## src/rtl/mem_access_stage_if.sv

```systemverilog
// mem_access_stage_if: req/ack data-memory bus between the MEM stage (master) and data memory (slave).
interface mem_access_stage_if;
   logic        mem_req_o;
   logic        mem_we_o;
   logic [31:0] mem_addr_o;
   logic [31:0] mem_wdata_o;
   logic [31:0] mem_rdata_i;
   logic        mem_ack_i;
   modport master (
      output mem_req_o, mem_we_o, mem_addr_o, mem_wdata_o,
      input  mem_rdata_i, mem_ack_i
   );
   modport slave (
      input  mem_req_o, mem_we_o, mem_addr_o, mem_wdata_o,
      output mem_rdata_i, mem_ack_i
   );
endinterface

```

## src/rtl/mem_access_stage.sv

```systemverilog
// mem_access_stage: MEM stage issuing loads/stores over a req/ack bus and feeding the MEM/WB register.
// Define MEM_TIMEOUT_EN to abort an access after TIMEOUT_CYCLES unacknowledged BUSY cycles.
module mem_access_stage #(
   parameter int TIMEOUT_CYCLES = 16
) (
   input  logic               clk,
   input  logic               rst_i,
   input  logic               RegWrite_i,
   input  logic               MemtoReg_i,
   input  logic               MemRead_i,
   input  logic               MemWrite_i,
   input  logic [31:0]        ALUResult_i,
   input  logic [31:0]        MemWrData_i,
   input  logic [4:0]         RegDest_i,
   output logic               stall_o,
   mem_access_stage_if.master mem,
   output logic               RegWrite_o,
   output logic               MemtoReg_o,
   output logic [31:0]        ALUResult_o,
   output logic [31:0]        MemData_o,
   output logic [4:0]         RegDest_o,
   output logic               err_o
);
   typedef enum logic {IDLE, BUSY} state_t;
   state_t      state_q, state_d;
   logic        acc, ack, tmo, fin;
   logic        req_q, req_d, we_q, we_d;
   logic [31:0] addr_q, addr_d, wdata_q, wdata_d;
   logic        hrw_q, hrw_d, hmtr_q, hmtr_d;
   logic [4:0]  hdest_q, hdest_d;
   logic        rw_q, rw_d, mtr_q, mtr_d, err_q, err_d;
   logic [31:0] alu_q, alu_d, mdata_q, mdata_d;
   logic [4:0]  dest_q, dest_d;
   assign acc = MemRead_i | MemWrite_i;
   assign ack = (state_q == BUSY) & mem.mem_ack_i;
   assign fin = ack | tmo;
`ifdef MEM_TIMEOUT_EN
   localparam int CW = $clog2(TIMEOUT_CYCLES + 1);
   logic [CW-1:0] cnt_q, cnt_d;
   // Counter is zero whenever IDLE, so it is already clear on entry to BUSY.
   assign cnt_d = (state_q == BUSY && !mem.mem_ack_i) ? cnt_q + 1'b1 : '0;
   assign tmo   = (state_q == BUSY) && !mem.mem_ack_i && (cnt_q == CW'(TIMEOUT_CYCLES - 1));
   always_ff @(posedge clk or posedge rst_i)
      if (rst_i) cnt_q <= '0;
      else cnt_q <= cnt_d;
`else
   logic unused_cfg;
   assign unused_cfg = ^TIMEOUT_CYCLES;
   assign tmo = 1'b0;
`endif
   always_comb begin
      state_d = state_q;
      req_d   = req_q;
      we_d    = we_q;
      addr_d  = addr_q;
      wdata_d = wdata_q;
      hrw_d   = hrw_q;
      hmtr_d  = hmtr_q;
      hdest_d = hdest_q;
      rw_d    = rw_q;
      mtr_d   = mtr_q;
      alu_d   = alu_q;
      mdata_d = mdata_q;
      dest_d  = dest_q;
      err_d   = 1'b0;
      stall_o = 1'b0;
      if (state_q == IDLE) begin
         stall_o = acc;
         if (acc) begin
            state_d = BUSY;
            req_d   = 1'b1;
            we_d    = MemWrite_i;
            addr_d  = ALUResult_i;
            wdata_d = MemWrData_i;
            hrw_d   = RegWrite_i;
            hmtr_d  = MemtoReg_i;
            hdest_d = RegDest_i;
            rw_d    = 1'b0;
         end else begin
            rw_d   = RegWrite_i;
            mtr_d  = MemtoReg_i;
            alu_d  = ALUResult_i;
            dest_d = RegDest_i;
         end
      end else begin
         // Releasing stall on the completing cycle lets EX/MEM advance on the same edge.
         stall_o = !fin;
         rw_d    = 1'b0;
         if (fin) begin
            state_d = IDLE;
            req_d   = 1'b0;
            rw_d    = hrw_q & ack;
            mtr_d   = hmtr_q;
            alu_d   = addr_q;
            dest_d  = hdest_q;
            mdata_d = (ack && !we_q) ? mem.mem_rdata_i : mdata_q;
            err_d   = tmo;
         end
      end
   end
   always_ff @(posedge clk or posedge rst_i)
      if (rst_i) begin
         state_q <= IDLE;
         req_q   <= 1'b0;
         we_q    <= 1'b0;
         addr_q  <= '0;
         wdata_q <= '0;
         hrw_q   <= 1'b0;
         hmtr_q  <= 1'b0;
         hdest_q <= '0;
         rw_q    <= 1'b0;
         mtr_q   <= 1'b0;
         alu_q   <= '0;
         mdata_q <= '0;
         dest_q  <= '0;
         err_q   <= 1'b0;
      end else begin
         state_q <= state_d;
         req_q   <= req_d;
         we_q    <= we_d;
         addr_q  <= addr_d;
         wdata_q <= wdata_d;
         hrw_q   <= hrw_d;
         hmtr_q  <= hmtr_d;
         hdest_q <= hdest_d;
         rw_q    <= rw_d;
         mtr_q   <= mtr_d;
         alu_q   <= alu_d;
         mdata_q <= mdata_d;
         dest_q  <= dest_d;
         err_q   <= err_d;
      end
   assign mem.mem_req_o   = req_q;
   assign mem.mem_we_o    = we_q;
   assign mem.mem_addr_o  = addr_q;
   assign mem.mem_wdata_o = wdata_q;
   assign RegWrite_o      = rw_q;
   assign MemtoReg_o      = mtr_q;
   assign ALUResult_o     = alu_q;
   assign MemData_o       = mdata_q;
   assign RegDest_o       = dest_q;
   assign err_o           = err_q;
endmodule

```

## src/flat_wrapper.sv

```systemverilog
// flat-port wrapper written by rule: the top's interface ports become plain ports
module mem_access_stage_flat 
#(
   parameter int TIMEOUT_CYCLES = 16
)
  (clk, rst_i, RegWrite_i, MemtoReg_i, MemRead_i, MemWrite_i, ALUResult_i, MemWrData_i, RegDest_i, stall_o, RegWrite_o, MemtoReg_o, ALUResult_o, MemData_o, RegDest_o, err_o, mem_mem_req_o, mem_mem_we_o, mem_mem_addr_o, mem_mem_wdata_o, mem_mem_rdata_i, mem_mem_ack_i);
  mem_access_stage_if mem_i ();
  input  logic clk;
  input  logic rst_i;
  input  logic RegWrite_i;
  input  logic MemtoReg_i;
  input  logic MemRead_i;
  input  logic MemWrite_i;
  input  logic [31:0] ALUResult_i;
  input  logic [31:0] MemWrData_i;
  input  logic [4:0] RegDest_i;
  output logic stall_o;
  output logic RegWrite_o;
  output logic MemtoReg_o;
  output logic [31:0] ALUResult_o;
  output logic [31:0] MemData_o;
  output logic [4:0] RegDest_o;
  output logic err_o;
  output wire logic [$bits(mem_i.mem_req_o)-1:0] mem_mem_req_o;
  output wire logic [$bits(mem_i.mem_we_o)-1:0] mem_mem_we_o;
  output wire logic [$bits(mem_i.mem_addr_o)-1:0] mem_mem_addr_o;
  output wire logic [$bits(mem_i.mem_wdata_o)-1:0] mem_mem_wdata_o;
  input wire logic [$bits(mem_i.mem_rdata_i)-1:0] mem_mem_rdata_i;
  input wire logic [$bits(mem_i.mem_ack_i)-1:0] mem_mem_ack_i;
  assign mem_mem_req_o = mem_i.mem_req_o;
  assign mem_mem_we_o = mem_i.mem_we_o;
  assign mem_mem_addr_o = mem_i.mem_addr_o;
  assign mem_mem_wdata_o = mem_i.mem_wdata_o;
  assign mem_i.mem_rdata_i = mem_mem_rdata_i;
  assign mem_i.mem_ack_i = mem_mem_ack_i;
  mem_access_stage #(.TIMEOUT_CYCLES(TIMEOUT_CYCLES)) u_core (.clk(clk), .rst_i(rst_i), .RegWrite_i(RegWrite_i), .MemtoReg_i(MemtoReg_i), .MemRead_i(MemRead_i), .MemWrite_i(MemWrite_i), .ALUResult_i(ALUResult_i), .MemWrData_i(MemWrData_i), .RegDest_i(RegDest_i), .stall_o(stall_o), .mem(mem_i), .RegWrite_o(RegWrite_o), .MemtoReg_o(MemtoReg_o), .ALUResult_o(ALUResult_o), .MemData_o(MemData_o), .RegDest_o(RegDest_o), .err_o(err_o));
endmodule
```

## config.mk

```make
export PLATFORM = sky130hd
export DESIGN_NAME = mem_access_stage_flat
export DESIGN_NICKNAME = d
export VERILOG_FILES = /design/src/rtl/mem_access_stage_if.sv /design/src/rtl/mem_access_stage.sv /design/src/flat_wrapper.sv
export SDC_FILE = /design/constraint.sdc
export NUM_CORES = 1
export LEC_CHECK = 0
export ABC_AREA = 1
export BUFFER_PORTS_ARGS = -buffer_cell sky130_fd_sc_hd__buf_2
export CORE_MARGIN = 2
export CORE_UTILIZATION = 25
export DETAILED_ROUTE_END_ITERATION = 7
export SLEW_MARGIN = 20
export SYNTH_ARGS = -nofsm -noshare
export SYNTH_HDL_FRONTEND = slang
export SYNTH_SLANG_ARGS = --single-unit
```

## constraint.sdc

```tcl
create_clock -name clk -period 7.6 [get_ports clk]
set_input_delay 1.52 -clock clk [delete_from_list [all_inputs] [get_ports clk]]
set_output_delay 1.52 -clock clk [all_outputs]
set_load 0.02 [all_outputs]
```

# Word-level counts from Yosys, hierarchy flattened
# Cells that the tools add are included.
# op_classes
n_eq_ne	2
n_mux	19
n_bitwise	4
n_reduce_logical	8
# ops
cell	n
32-bit two-way mux	3
5-bit two-way mux	3
1-bit two-way mux	13
2-bit AND reduction	3
3-bit AND reduction	1
1-bit AND	2
1-bit logical NOT	2
2-bit by 1-bit != test with 1-bit output (second input constant)	1
2-bit != test (second input constant)	1
2-bit nonzero test	1
1-bit logical AND	1
1-bit NOT	1
1-bit bitwise OR	1
# word_totals
ff_bits	145
inputBits	108
output_inout_bits	139
word_cells	46

# Logic depth before layout (Yosys ltp)
# logic_depth
depth_word	4
depth_mapped	7
depth_no_buf	5

# Worst setup path before layout
# Ideal clock, no wire load.
# synth_timing
kind	in2out
start	input MemWrite_i
end	output stall_o
arrival_time_ns	2.260
required_ns	6.080
slack_ns	3.820
cell_stages	6
path_buffers	2
path_cell_list	nor2_1 nand2_2 nand2_1 buf_4 buf_4 inv_1
# synth_between
elab_chain_len	2
# synth_lines
element	line	rtl
from (decl)	flat_wrapper.sv:13	input logic MemWrite_i;
1-bit bitwise OR	mem_access_stage.sv:34	assign acc = MemRead_i | MemWrite_i;
1-bit two-way mux	mem_access_stage.sv:67	if (state_q == IDLE) begin
to (decl)	flat_wrapper.sv:17	output logic stall_o;
# No other way between the ends.

# Final worst setup path
# Ends and elaborated chain as after synthesis.

==> summary.md <==
| Metric | Value |
|---|---|
| Routed length per placed instance | between 10 and 15 um |
| Final Routed Wirelength | ~17000 um |
| Total power | roughly 2.7 mW |
| Comb pwr share | 0.286 |
| Peak supply drop | roughly 0.00011 V |
| Required time worst endpoint | slightly above 6000 ps |
| CTS tree | yes |
| Buf/Inv on CP | 4 |
| Leak Pwr | between 4 and 5 nW |
| Final GP Congestion | roughly 0.74 |
| Worst Setup Path Type | in -> out |
| Mapped Nets | roughly 820 |
| CTS buffer count | 17 |
| Critical path fanouts, max | 40 |
| Vias per inst | around 4.2 |
| Most frequent cells in the layout | nand2_1 (315), buf_2 (245), dfrtp_1 (144), nand3_1 (70), o21ai_1 (50) |
| Crit-path leading delay family | buffers and inverters |
| First-pass GRT wire length | 28700 um |
| Final hold violation count | 0 |
| Hold_buf cts | 0 |
| Clock Tree Root | clkbuf_16 |
| P_sw | about 980 uW |
| Final nets | ~1000 |
| Core area | 23500 um^2 |
| Post-CTS Setup Inserts | 0 |
| Startpoint types | input pin |
| Placed cell count | 1233 |
| Clock share of power | 0.316 |
| Avg Cell Area, Syn | between 8 and 9 um^2 |
| Antenna violations before repair | 1 |
| Max Root-Sink Buffers | 2 |
| Internal power | between 1.5 and 2 mW |
| Critical Path Max Stage Delay | 600 ps |
| Sw Ratio | 0.366 |
| Vias | ~5300 |
| Fin crit period | 4770 ps |
| 1st-iter DRT viols | approximately 250 |
| Die height | ~160 um |
| Setup violators final | 0 |
| CP Capture Type | output pin |
| HPWL reported at the end of detailed placement | roughly 12000 um |
| Remaining DRCs | 0 |
| Gr ovfl total | 0 |
| Layout cell share with drive strength beyond 1 | 0.309 |
| TritonCTS Sinks | roughly 150 |
| Mapped Area | around 6000 um^2 |
| Full die area | 25200 um^2 |
| Sequential element share of the synthesized area | 0.606 |
| PnR worst setup slack | ~2800 ps |
| Max-cap viol count | 0 |
| Vias in the first global route | about 5400 |
| Fmax | 0.210 GHz |
| Yosys top cell area share | 0.606 |
| Hold Crit Class | reg -> reg |
| Max Clock Skew | approximately 7.9 ps |
| Most common cell after layout, fill and taps aside | nand2_1 |
| Clk slew on worst S/H paths | roughly 60 ps |
| Finished Core Util | 0.343 |
| Dpl cell area | 7460 um^2 |
| DRT antenna net count | 0 |
| TNS Setup | 0 ps |
| Layout Cells excl Fill | roughly 1300 |
| IO Pins | around 250 |
| Area Overhead vs Synth | 34.5% |
| CP Cell Sequence | buf_2 -> nor2_1 -> nand2_2 -> buf_4 -> nand2_2 -> inv_1 -> buf_2 |
| Gr usage total | 0.143 |
| Dominant cell type by area after synthesis | dfrtp_1 |
| Max-Slew Margin vs Limit | 0.355 |
| Starting Density | 0.255 |
| Worst-case hold slack | roughly 470 ps |
| CP Data Arrival Time | about 3300 ps |
| H-tree depth | 4 |
| Yosys reg bits | roughly 150 |
| Least-Margin Pin Slew | just under 1000 ps |
| Core Rows | 56 |
| Fin area | approximately 8100 um^2 |
| Pin count of the biggest net entering global routing | between 100 and 150 |
| Final slew viol count | 0 |
| Setup slack at placement | 2840 ps |
| Die W | 159 um |
| PortBufs | between 200 and 250 |
| First drt pass iteration count | 6 |
| Cell count after synthesis | 708 |
| Post-cts sizing count | 0 |
| Period Utilization, post-route | 0.627 |
| Distinct cell type count after synthesis | 15 |
| Synth area leaders | dfrtp_1 (61%), nand2_1 (20%), nand3_1 (5.8%) |
| Crit path max-delay cell type | nand2_2 |
| PwrDens | 334 nW/um^2 |
| Reg power frac | 0.398 |
| Warning count from the yosys run | 0 |
| RSZ-0062 raised after global routing | false |
| Status | completed |
| Clk_lat worst skew | 410 ps |
[Yosys cell counts]
cell,n
nand2_1,318
clkbuf_1,10
buf_2,30
conb_1,1
nand2_2,1
nor2_1,3
nand3_1,70
inv_1,41
clkinv_1,1
dfrtp_1,145
nor2_2,1
buf_4,5
o21ai_1,51
inv_2,2
o21ai_0,29
[final timing paths]
path | startpoint | endpoint | slack, ps | cells past startpoint
worst max-delay path | MemWrite_i | stall_o | 2830 | 7
worst max register to register | u_core.state_q | u_core.MemData_o[24] | 4810 | 7
min in group asynchronous | rst_i | u_core.mem.mem_wdata_o[6] | 1300 | 2
max in group asynchronous | rst_i | u_core.state_q | 5030 | 3
worst min register to register | u_core.MemData_o[1] | u_core.MemData_o[1] | 470 | 2
worst min-delay path | u_core.MemData_o[1] | u_core.MemData_o[1] | 470 | 2
[flip-flops by register name, summed over array words and instances, names as in the netlist]
signal	cells
u_core.RegWrite_o	1
u_core.hrw_q	1
u_core.MemtoReg_o	1
u_core.hdest_q	5
u_core.mem.mem_wdata_o	32
u_core.RegDest_o	5
u_core.mem.mem_req_o	1
u_core.ALUResult_o	32
u_core.mem.mem_we_o	1
u_core.hmtr_q	1
u_core.mem.mem_addr_o	32
u_core.MemData_o	32
u_core.state_q	1
[final cells by class]
type / count / area (um^2)
tap: 319 / 399
antenna: 1 / 2.50
clock buffer: 20 / 457
timing repair buffer: 251 / 1270
clock inverter: 12 / 133
inverter: 44 / 170
sequential: 145 / 3630
fill: 2554 / 15400
multi-input combinational: 474 / 1990
[worst register-to-register path, cell delays in order (launching register included)]
cell and delay [ps]:
dfrtp_2 340, buf_4 570, nand2_2 80, buf_4 300, inv_2 530, nand2_2 580, nand2_1 210, nand2_1 60
[metal layers]
| metal | part of all wire | up-vias | track usage | routed length [um] |
|---|---|---|---|---|
| li1 | - | 2663 | - | - |
| met1 | 0.43 | 2467 | 0.174 | 7530 |
| met2 | 0.48 | 180 | 0.236 | 8390 |
| met3 | 0.071 | 20 | 0.0504 | 1230 |
| met4 | 0.018 | 0 | 0.0434 | 316 |
| met5 | 0 | - | 0 | 0 |
[cells by family after synthesis]
group                  count (synthesis)  synth area share
AOI/OAI and AO/OA                     80            0.0668
DFF                                  145             0.606
buffers and inverters                 89            0.0652
and+or+nand+nor                      393             0.262
other                                  1          0.000626
[power by group through the flow]
stage,clock network (mW),registers [mW],logic (mW)
6_report,0.851,1.07,0.771
3_3_place_gp,0,1.08,0.773
3_5_place_dp,0,1.08,0.786
2_1_floorplan,0,1.30,0.263
5_1_grt,0.904,1.10,0.856
4_1_cts,0.877,1.07,0.786
Power figures use the tool's default switching activity.
